<file path="config.mk">
export PLATFORM = sky130hd
export DESIGN_NAME = mem_access_unit
export DESIGN_NICKNAME = d
export VERILOG_FILES = /design/src/rtl/mem_access_unit.sv
export SDC_FILE = /design/constraint.sdc
export NUM_CORES = 1
export LEC_CHECK = 0
export BUFFER_PORTS_ARGS = -buffer_cell sky130_fd_sc_hd__buf_2
export CAP_MARGIN = 0
export CORE_MARGIN = 3
export CORE_UTILIZATION = 25
export CTS_CLUSTER_DIAMETER = 80
export CTS_CLUSTER_SIZE = 24
export DETAILED_ROUTE_END_ITERATION = 8
export GPL_TIMING_DRIVEN = 0
export HOLD_SLACK_MARGIN = 0.05
export SLEW_MARGIN = 20
export SYNTH_ARGS = -nofsm -noshare
export SYNTH_HDL_FRONTEND = slang
export SYNTH_SLANG_ARGS = --single-unit
export TNS_END_PERCENT = 20
</file>
<file path="constraint.sdc">
create_clock -name clk -period 4 [get_ports clk]
set_input_delay 0.6 -clock clk [delete_from_list [all_inputs] [get_ports clk]]
set_output_delay 0.6 -clock clk [all_outputs]
set_load 0.005 [all_outputs]
</file>
<file path="src/rtl/mem_access_unit.sv">
// Memory-stage load/store unit: decodes MIPS loads and stores, drives a req/gnt/rvalid
// bus with a timeout, stalls the pipeline during a transfer and extends load data.
module mem_access_unit #(
    parameter int ADDR_W      = 32,
    parameter int TIMEOUT_CYC = 255,
    parameter int TO_W        = 8
) (
    input  logic              clk,
    input  logic              reset,
    input  logic [31:0]       instr,
    input  logic              valid_m,
    input  logic [ADDR_W-1:0] addr,
    input  logic [31:0]       wdata,
    output logic              stall_o,
    output logic [31:0]       rdata_o,
    output logic              rdata_valid,
    output logic              exc_adel,
    output logic              exc_ades,
    output logic              exc_bus,
    output logic              mem_req,
    output logic              mem_we,
    output logic [ADDR_W-1:0] mem_addr,
    output logic [3:0]        mem_be,
    output logic [31:0]       mem_wdata,
    input  logic              mem_gnt,
    input  logic              mem_rvalid,
    input  logic [31:0]       mem_rdata
);

    typedef enum logic [1:0] {S_IDLE, S_REQ, S_RESP, S_DONE} state_t;
    typedef enum logic [1:0] {SZ_B, SZ_H, SZ_W} size_t;

    localparam logic [TO_W-1:0] TO_LAST = TO_W'(TIMEOUT_CYC - 1);

    state_t         state, next_state;
    size_t          dec_size, size_q;
    logic           dec_load, dec_store, dec_sign, sign_q;
    logic           memop, misaligned, go;
    logic [3:0]     dec_be;
    logic [31:0]    dec_wdata;
    logic [1:0]     off_q;
    logic [TO_W-1:0] to_cnt;
    logic           busy, complete, to_hit, capture;

    // Sign or zero extension of the addressed little-endian lane.
    function automatic logic [31:0] extend(input size_t sz, input logic sgn,
                                           input logic [1:0] off, input logic [31:0] w);
        logic [7:0]  b;
        logic [15:0] h;
        case (off)
            2'd0:    b = w[7:0];
            2'd1:    b = w[15:8];
            2'd2:    b = w[23:16];
            default: b = w[31:24];
        endcase
        h = off[1] ? w[31:16] : w[15:0];
        case (sz)
            SZ_B:    extend = {{24{sgn & b[7]}}, b};
            SZ_H:    extend = {{16{sgn & h[15]}}, h};
            default: extend = w;
        endcase
    endfunction

    // NOTE: every signal written in a combinational block gets a default first, so no path
    // through the case statements can leave it unassigned and infer a latch.
    always_comb begin
        dec_load  = 1'b0;
        dec_store = 1'b0;
        dec_sign  = 1'b0;
        dec_size  = SZ_W;
        case (instr[31:26])
            6'b100011: begin dec_load  = 1'b1; dec_size = SZ_W; end
            6'b101011: begin dec_store = 1'b1; dec_size = SZ_W; end
            6'b101001: begin dec_store = 1'b1; dec_size = SZ_H; end
            6'b101000: begin dec_store = 1'b1; dec_size = SZ_B; end
            6'b100001: begin dec_load  = 1'b1; dec_size = SZ_H; dec_sign = 1'b1; end
            6'b100101: begin dec_load  = 1'b1; dec_size = SZ_H; end
            6'b100000: begin dec_load  = 1'b1; dec_size = SZ_B; dec_sign = 1'b1; end
            6'b100100: begin dec_load  = 1'b1; dec_size = SZ_B; end
            default:   ;
        endcase

        dec_be    = 4'b0000;
        dec_wdata = wdata;
        if (dec_store) begin
            case (dec_size)
                SZ_B: begin
                    dec_be    = 4'b0001 << addr[1:0];
                    dec_wdata = {4{wdata[7:0]}};
                end
                SZ_H: begin
                    dec_be    = addr[1] ? 4'b1100 : 4'b0011;
                    dec_wdata = {2{wdata[15:0]}};
                end
                default: dec_be = 4'b1111;
            endcase
        end
    end

    assign memop      = (dec_load | dec_store) & valid_m;
    assign misaligned = ((dec_size == SZ_W) && (addr[1:0] != 2'b00)) ||
                        ((dec_size == SZ_H) && addr[0]);
    assign go         = (state == S_IDLE) && memop && !misaligned;
    assign exc_adel   = (state == S_IDLE) && memop && dec_load  && misaligned;
    assign exc_ades   = (state == S_IDLE) && memop && dec_store && misaligned;
    assign stall_o    = go || (state == S_REQ) || (state == S_RESP);

    // A grant counts as progress, so it beats a timeout expiring in the same cycle.
    assign busy     = (state == S_REQ) || (state == S_RESP);
    assign complete = ((state == S_REQ) && mem_gnt) || ((state == S_RESP) && mem_rvalid);
    assign to_hit   = busy && (to_cnt >= TO_LAST) && !complete;
    assign capture  = !mem_we && (((state == S_REQ) && mem_gnt && mem_rvalid) ||
                                  ((state == S_RESP) && mem_rvalid));

    // NOTE: sequential state uses non-blocking assignments so every flop samples the values
    // from before the edge, independent of statement order.
    always_ff @(posedge clk) begin
        if (reset) state <= S_IDLE;
        else       state <= next_state;
    end

    always_comb begin
        next_state = state;
        case (state)
            S_IDLE: if (go) next_state = S_REQ;
            S_REQ: begin
                if (mem_gnt)     next_state = (mem_we || mem_rvalid) ? S_DONE : S_RESP;
                else if (to_hit) next_state = S_DONE;
            end
            S_RESP: if (mem_rvalid || to_hit) next_state = S_DONE;
            default: next_state = S_IDLE;
        endcase
    end

    always_ff @(posedge clk) begin
        if (reset) begin
            mem_req     <= 1'b0;
            mem_we      <= 1'b0;
            mem_be      <= 4'b0000;
            mem_addr    <= '0;
            mem_wdata   <= 32'h0;
            rdata_o     <= 32'h0;
            rdata_valid <= 1'b0;
            exc_bus     <= 1'b0;
            to_cnt      <= '0;
            off_q       <= 2'b00;
            size_q      <= SZ_W;
            sign_q      <= 1'b0;
        end else begin
            mem_req     <= (next_state == S_REQ);
            rdata_valid <= capture;
            exc_bus     <= to_hit;
            if (go) begin
                mem_we    <= dec_store;
                mem_be    <= dec_be;
                mem_addr  <= {addr[ADDR_W-1:2], 2'b00};
                mem_wdata <= dec_wdata;
                off_q     <= addr[1:0];
                size_q    <= dec_size;
                sign_q    <= dec_sign;
                to_cnt    <= '0;
            end else if (busy) begin
                to_cnt <= to_cnt + TO_W'(1);
            end
            if (capture)     rdata_o <= extend(size_q, sign_q, off_q, mem_rdata);
            else if (to_hit) rdata_o <= 32'h0;
        end
    end

endmodule
</file>
# Yosys cells after proc, flatten, opt, wreduce, memory -nomap -nowiden
# Index checks and enable logic that the tools add are counted.
dict set report totals {
  register_bits 117
  latchBits 0
  ramBits 0
  romBits 0
  in_bits 133
  output_inout_bits 107
  elab_cells 95
  memories 0
}
dict set report classes {
  addsub 1
  mul 0
  div_mod_pow 0
  n_lt_le_gt_ge 1
  eq_ne 16
  shift 1
  n_mux 22
  n_bitwise 4
  reduce_logical 37
}
# op n
set ops {}
lappend ops {{case mux 32 bit (2 select lines)} 2}
lappend ops {{2-to-1 mux 32 bit} 3}
lappend ops {{== test 6 bit (second input constant)} 8}
lappend ops {{case mux 8 bit (3 select lines)} 1}
lappend ops {{2-to-1 mux 16 bit} 1}
lappend ops {{2-to-1 mux 8 bit} 2}
lappend ops {{logical AND 1 bit} 14}
lappend ops {{== test 2 x 1 -> 1 bit (second input constant)} 5}
lappend ops {{OR reduction 3 bit} 3}
lappend ops {{adder 8 x 1 -> 8 bit (second input constant)} 1}
lappend ops {{greater-or-equal comparator 8 bit (second input constant)} 1}
lappend ops {{logical NOT 2 bit} 4}
lappend ops {{logical OR 1 bit} 8}
lappend ops {{2-to-1 mux 2 bit} 4}
lappend ops {{2-to-1 mux 4 bit} 2}
lappend ops {{case mux 4 bit (2 select lines)} 1}
lappend ops {{== test 2 bit (second input constant)} 3}
lappend ops {{case mux 2 bit (3 select lines)} 1}
lappend ops {{OR reduction 5 bit} 1}
lappend ops {{2-to-1 mux 1 bit} 4}
lappend ops {{case mux 2 bit (2 select lines)} 1}
lappend ops {{nonzero test 2 bit} 2}
lappend ops {{OR reduction 2 bit} 2}
lappend ops {{left shift 1 x 2 -> 4 bit (first input constant)} 1}
lappend ops {{3 further kinds} 7}

# Logic depth before layout (Yosys ltp)
# Gate-level depths: netlist of run 1.
dict set report logic_depth {
  word_depth 11
  ltp_mapped 10
  ltp_nobuf 7
}

# Worst setup path after synthesis of run 1
# No wires, ideal clock.
dict set report synth_path {
  kind {input port to output port}
  startpoint {input port instr[27]}
  endpoint {output port stall_o}
  arrival_time_ps 1762
  required_time_ps 3400
  setup_slack_ps 1638
  stages 6
  path_buffers 2
  path_cell_list {or3b_1 > o31ai_2 > and3_1 > buf_2 > buf_6 > or3_1}
}
dict set report synth_via {
  elab_chain_cells 10
  word_cells_on_any_way 27
  classes_between {eq/ne (10); mux (3); bitwise (2); reduce/logical (12)}
}
# element line
set synth_rtl {}
lappend synth_rtl {{from (decl)} 10} ;# input logic [31:0] instr,
lappend synth_rtl {{== test 6 bit} 71} ;# case (instr[31:26])
lappend synth_rtl {{OR reduction 3 bit (no line)} --}
lappend synth_rtl {{case mux 2 bit (2 select lines)} 71}
lappend synth_rtl {{== test 2 bit / == test 2 x 1 -> 1 bit (equally long branches)} {101, 102}}
lappend synth_rtl {{logical AND 1 bit, on equally long branches} {101, 102}}
lappend synth_rtl {{logical OR 1 bit} 101} ;# assign misaligned = ((dec_size == SZ_W) && (addr[1:0] != 2'b00)) ||
lappend synth_rtl {{logical NOT 1 bit} 103} ;# assign go = (state == S_IDLE) && memop && !misaligned;
lappend synth_rtl {{logical AND 1 bit (*)} 103}
lappend synth_rtl {{logical OR 1 bit (*) (2 in a row)} 106} ;# assign stall_o = go || (state == S_REQ) || (state == S_RESP);
lappend synth_rtl {{to (decl)} 14} ;# output logic stall_o,
# Every way passes the cells marked *; elsewhere a longest branch is shown, timed or not.

# Worst setup path after layout of run 1
dict set report layout_path {
  startpoint {register state[0]}
  endpoint {output port stall_o}
}
dict set report layout_via {
  elab_chain_cells 5
  word_cells_on_any_way 7
  classes_between {eq/ne (2); reduce/logical (5)}
}
# element line
set layout_rtl {}
lappend layout_rtl {{from (decl)} 35} ;# state_t state, next_state;
lappend layout_rtl {{from (signal assigned)} 119} ;# else state <= next_state;
lappend layout_rtl {{logical NOT 2 bit} 103}
lappend layout_rtl {{logical AND 1 bit (2 in a row)} 103}
lappend layout_rtl {{logical OR 1 bit} 106}
lappend layout_rtl {{logical OR 1 bit (*)} 106}
# Marks and branches as above.

==> flow_summary_export.csv, run 1 <==
group,metric,value,unit
run_status,status,"finished, final reports clean",
placed_design,portBuffers,211,
logic_synthesis,synth_top_area_share,45.1,%
cts,cts_max_level,4,
cts,cts_buffer_depth,2,
logic_synthesis,syn_area_per_cell,8.82,sq um
power_and_ir_drop,p_leak,3.05,nW
sta,finalCritPeriodShare,77.9,%
critical_path,start_kind,"flip-flop",
sta,finalSetupTns,0,ps
cts,insertion_delay,410,ps
worst_hold_path,hold_path_class,"in -> reg",
critical_path,worstSetupPathType,"reg -> out",
route,drc,0,
grt,grt_pass1_vias,4972,
route,via_count,5295,
critical_path,cp_cell_sequence,"inv_1 -> ha_1 -> nand4b_1 -> a211oi_1 -> and3_1 -> buf_2 -> buf_6 -> or3_1 -> buf_2",
cts,cts_setup_buffers,0,
critical_path,cp_slowest_cell,"dfxtp_1",
power_and_ir_drop,p_sw_share,27.6,%
worst_hold_path,worst_hold_startpoint,"addr[4]",
critical_path,reg2reg_depth,9,
critical_path,arrival,2520,ps
logic_synthesis,synth.distinct_cells,58,
logic_synthesis,synth.top_cells.by_count,"nand2_1 (131), dfxtp_1 (117), a21oi_1 (75)",
cts,clk_pin_slew,60,ps
die,core_area,20300,sq um
critical_path,end_kind,"output pin",
cts,cts_tree,"done",
sta,fin_ws,885,ps
logic_synthesis,yosysWarningCount,0,
sta,layout_min_cycle_time,3120,ps
cts,clock_sinks,117,
placed_design,place_hpwl,14.5,mm
grt,grt_use_total,16.2,%
layout,synthToLayoutAreaGrowth,37.8,%
run,maxCapViolations,0,
worst_hold_path,timing.hold.worst_endpoint,"mem_addr[4]$_SDFFE_PP0P_",
cts,cts.repair.resized,0,
route,ant_nets,0,
logic_synthesis,ys_seq_area_share,45.1,%
die,top_level_ports,240,
grt,grt_antenna_before_repair,4,
sta,hold_viol_final,0,
logic_synthesis,synth-main-ff-cell,"dfxtp_1",
layout,antenna_cells,0,
placed_design,detailedPlace.worstSlack,1190,ps
route,wirelength,18.7,mm
critical_path,required,3400,ps
die,die_y,150,microns
logic_synthesis,yosysTopAreaCell,"dfxtp_1",
route,drt-initial-drc-count,230,
die,dieArea,22600,sq um
critical_path,critPathTopFamily,"simple AND/OR/NAND/NOR gates",
placed_design,place.gp.congestion,0.839,
logic_synthesis,synth_area,5200,sq um
cts,numCtsBuffers,17,
sta,rsz0062_at_grt,"false",
logic_synthesis,yosysMostFrequentCell,"nand2_1",
logic_synthesis,synth.ff_latch_count,117,
sta,worst_pin_slew,890,ps
critical_path,path_buf_inv,4,
power_and_ir_drop,clkPwrFrac,45.4,%
layout,drive_gt1_share,34.1,%
critical_path,regToRegEndpoint,"rdata_o[24]$_SDFFE_PP0P_",
power_and_ir_drop,p_int,0.00233,W
die,start_util,25.6,%
sta,drv_slew,0,
layout,nets,959,
sta,max_freq,321,MHz
critical_path,ff2ff_setup_slack,1360,ps
grt,grt.overflow.total,0,
route,wl_per_cell,17.0,microns
power_and_ir_drop,vdd_drop_max,259,uV
logic_synthesis,async_flop_share,0,%
die,num_rows,52,
grt,grt_max_degree,17,
sta,finClkSkew,7.95,ps
critical_path,r2r-start,"state[1]$_SDFF_PP0_",
route,via_per_inst,4.80,
worst_hold_path,min_path_cells,3,
die,die_w,150,microns
power_and_ir_drop,p_comb_share,14.1,%
route,firstDrtPassIters,5,
power_and_ir_drop,p_seq_share,40.4,%
logic_synthesis,syn_inst,589,
critical_path,slowest_delay,470,ps
critical_path,worstPathMaxFanout,10,
cts,cts-root-buf,"clkbuf_16",
power_and_ir_drop,p_sw,0.000889,W
power_and_ir_drop,power_density,450,nW/um^2
grt,grt_pass1_wl,28.1,mm
cts,ctsHoldBuffers,0,
critical_path,path_common_cell,"buf_2",
logic_synthesis,synth_area_leaders,"dfxtp_1 (45%), nand2_1 (9.5%), a21oi_1 (7.2%)",
sta,setup_viol,0,
sta,slew_headroom,40.5,%
logic_synthesis,synth_edf_count,0,
==> registers in the layout (all words and copies together), names as in the netlist <==
signal	flops
off_q	2
mem_we	1
size_q	2
mem_be	4
mem_addr	30
exc_bus	1
mem_wdata	32
mem_req	1
sign_q	1
state	2
rdata_valid	1
to_cnt	8
rdata_o	32
==> area by class of cell <==
cell class                 count  area (sq um)
sequential                   117          2340
multi-input combinational    414          2550
clock buffer                  18           439
inverter                       9          33.8
timing repair buffer         211          1060
buffer                        50           270
fill                        2151         13100
tap                          270           338
clock inverter                14           126
==> worst reg2reg max path, stage by stage, from the launching register on <==
cell,delay [ps]
dfxtp_1,410
inv_1,110
ha_1,230
and2_4,170
o211ai_1,520
inv_2,230
and4_1,270
buf_2,160
buf_6,150
a221o_1,260
==> per-stage QoR <==
step	hold WS [ps]	instance area [sq um]	std cells	total power [W]	util [%]
after floorplan	448	5200	590	0.00156	-
after global placement	436	6600	1071	0.00178	32.5
after detailed placement	443	6600	1071	0.00178	32.5
after CTS	401	7160	1103	0.00326	35.3
after global routing	407	7160	1103	0.00336	35.3
final	417	7160	1103	0.00322	35.3
==> how the worst max path moves through the flow <==
stage                        startpoint       to  slack, ps  cells past startpoint
detailed placement            instr[27]  stall_o       1190                      8
floorplan                     instr[27]  stall_o       1640                      6
global placement              instr[27]  stall_o       1200                      8
finish              state[0]$_SDFF_PP0_  stall_o        880                      9
global route        state[1]$_SDFF_PP0_  stall_o        720                      9
CTS                 state[0]$_SDFF_PP0_  stall_o        870                      9
==> cell usage in the layout, fill, tap and decap left out, types with 3 or more instances in the layout <==
cell / count
o21ai_0: 6
nor3_1: 12
inv_6: 3
and3_1: 3
nand4_1: 3
nor2_1: 27
a32o_1: 3
o22ai_1: 9
a211oi_1: 11
a221o_1: 22
mux4_2: 8
clkbuf_16: 17
o2bb2ai_1: 9
ha_1: 6
inv_1: 8
nand2b_1: 3
o211ai_1: 24
clkinv_2: 3
clkinvlp_4: 5
mux2i_1: 17
clkbuf_1: 28
dfxtp_1: 117
xnor2_1: 5
buf_2: 219
buf_6: 7
nand2_1: 131
buf_4: 5
and2_1: 3
xor2_1: 4
a21oi_1: 75
==> layer usage <==
layer | wire length (microns) | global-route usage [%] | share of wire (%) | vias to the layer above
li1 | - | - | - | 2576
met3 | 1860 | 6.05 | 9.9 | 31
met1 | 7620 | 20.0 | 41 | 2437
met5 | 41 | 0 | 0.22 | -
met2 | 8900 | 26.5 | 47 | 243
met4 | 314 | 5.03 | 1.7 | 8
==> power by group through the flow <==
stage                     Combinational (W)  Sequential (W)  Clock [W]
after detailed placement           0.000457         0.00133          0
after CTS                          0.000459         0.00130    0.00150
final                              0.000455         0.00130    0.00146
after global placement             0.000453         0.00133          0
after floorplan                    0.000239         0.00132          0
after global routing               0.000507         0.00131    0.00154
==> logic make-up after synthesis <==
group	Yosys count	share of synthesized area [%]
fa+ha+maj	6	1.44
simple gates	197	16.2
mux	25	6.74
buf+inv	59	5.85
xor+xnor	9	1.52
compound gates	175	23.1
other cells	1	0.0722
flops	117	45.1
Note: power is estimated with default switching activity, not from simulation.
==> run 2, diff against run 1 <==
Clock period 4 ns to 3.1 ns, I/O delays scaled along.
==> run 2 against run 1 <==
Compared with the run above: cell area grew 0.10%; register-to-register slack worse by 900 ps; largest power group unchanged; utilization is essentially flat; critical endpoint unchanged; non-clock buffer count unchanged; highest routed layer unchanged.
==> flow_summary_export.csv, run 2 (synthesized netlist as in run 1, its figures left out) <==
group,metric,value,unit
sta,worst_pin_slew,873,ps
die,num_rows,52,
route,drt-initial-drc-count,219,
grt,grt_max_degree,17,
grt,grt_pass1_wl,28.1,mm
sta,hold_viol_final,0,
layout,reg.largest.list,"mem_wdata x32, rdata_o x32, mem_addr x30",
layout,n_fill_cell,2152,
grt,grt_use_total,16.2,%
route,via_per_inst,4.78,
layout,layout_common_cells,"buf_2 (219), nand2_1 (131), dfxtp_1 (117), a21oi_1 (75), clkbuf_1 (28)",
grt,grt.overflow.total,0,
route,via_count,5278,
placed_design,place.gp.congestion,0.839,
critical_path,worstSetupPathType,"reg -> out",
route,wirelength,18.8,mm
placed_design,portBuffers,211,
cts,numCtsBuffers,17,
sta,max_freq,337,MHz
cts,insertion_delay,420,ps
grt,grt-busiest-layer,"met2",
run,maxCapViolations,0,
placed_design,place_hpwl,14.5,mm
critical_path,arrival,2510,ps
grt,grt_use_met2,26.5,%
die,dieArea,22600,sq um
power_and_ir_drop,p_comb_share,14.1,%
layout,final_common_cell,"buf_2",
cts,clock_sinks,117,
power_and_ir_drop,vdd_drop_max,334,uV
power_and_ir_drop,p_seq_share,40.4,%
sta,setup_viol,0,
route,drc,0,
route,wl_per_cell,17.0,microns
worst_hold_path,hold_path_class,"in -> reg",
die,die_y,150,microns
power_and_ir_drop,clkPwrFrac,45.5,%
layout,synthToLayoutAreaGrowth,37.9,%
power_and_ir_drop,p_sw_share,27.6,%
power_and_ir_drop,p_int,0.00301,W
power_and_ir_drop,fin_total_pwr,0.00416,W
power_and_ir_drop,p_leak,3.05,nW
die,die_w,150,microns
layout,drive_gt1_share,34.2,%
cts,clk_pin_slew,60,ps
die,start_util,25.6,%
cts,cts_tree,"done",
die,top_level_ports,240,
sta,rsz0062_at_grt,"false",
sta,finalSetupTns,0,ps
layout,nets,959,
die,core_area,20300,sq um
sta,slew_headroom,41.7,%
cts,cts.repair.resized,0,
cts,cts_setup_buffers,0,
critical_path,end_kind,"output pin",
grt,grt_pass1_vias,4972,
cts,cts_buffer_depth,2,
sta,drv_slew,0,
sta,finalCritPeriodShare,95.8,%
sta,finClkSkew,8.84,ps
critical_path,worstPathMaxFanout,10,
route,ant_nets,0,
critical_path,start_kind,"flip-flop",
cts,cts_max_level,4,
grt,use_met3,6.05,%
grt,met1_usage,20.0,%
cts,ctsHoldBuffers,0,
cts,cts-root-buf,"clkbuf_16",
power_and_ir_drop,p_sw,0.00115,W
sta,layout_min_cycle_time,2970,ps
route,firstDrtPassIters,5,
power_and_ir_drop,power_density,580,nW/um^2
grt,grt_antenna_before_repair,4,
run_status,status,"finished, final reports clean",
critical_path,required,2630,ps
[run 2: cell count changes in the layout (fill, tap and decap cells not counted), sizes merged]
cell and change:
diode +1
[run 2: worst paths after layout]
path | from | to | slack [ps] | cells past startpoint
setup / recovery | state[0]$_SDFF_PP0_ | stall_o | 130 | 9
setup reg to reg | state[1]$_SDFF_PP0_ | rdata_o[24]$_SDFFE_PP0P_ | 460 | 9
hold / removal | addr[4] | mem_addr[4]$_SDFFE_PP0P_ | 280 | 3
hold reg to reg | mem_wdata[24]$_SDFFE_PP0P_ | mem_wdata[24]$_SDFFE_PP0P_ | 450 | 2
[run 2: area by class of cell]
class / instances / area [sq um] / area share, %
Sequential cell: 117 / 2340 / 32.7
Multi-Input combinational cell: 414 / 2560 / 35.7
Clock inverter: 14 / 126 / 1.76
Buffer: 50 / 270 / 3.77
Timing Repair Buffer: 211 / 1060 / 14.7
Tap cell: 270 / 338 / 4.71
Antenna cell: 1 / 2.50 / 0.0349
Inverter: 9 / 33.8 / 0.471
Clock buffer: 18 / 439 / 6.13
[run 2: worst max-delay path, stage by stage, from the launching register on]
cell	delay, ps
dfxtp_1	470
inv_1	120
ha_1	270
nand4b_1	220
a211oi_2	90
and3_1	190
buf_2	140
buf_6	150
or3_1	310
buf_2	140
[run 2: per-layer routing]
| layer | vias to the layer above | share of wire (%) |
|---|---|---|
| met5 | - | 0.22 |
| met4 | 8 | 1.6 |
| met3 | 29 | 9.6 |
| met2 | 228 | 48 |
| met1 | 2433 | 41 |
| li1 | 2580 | - |
[run 2: stage by stage]
step	worst slack, ps	cells	cell area [sq um]	util (%)	hold slack, ps
finish	129	1104	7170	35.3	281
global route	2.56	1103	7170	35.3	272
CTS	107	1103	7160	35.3	266
detailed placement	442	1071	6600	32.5	443
global placement	490	1071	6600	32.5	436
floorplan	750	590	5200	-	448
[run 2: power by group through the flow]
stage	clock [W]	combinational, W	sequential (W)
floorplan	0	0.000308	0.00171
global placement	0	0.000584	0.00171
detailed placement	0	0.000590	0.00171
CTS	0.00193	0.000593	0.00168
global route	0.00199	0.000655	0.00169
finish	0.00189	0.000588	0.00168
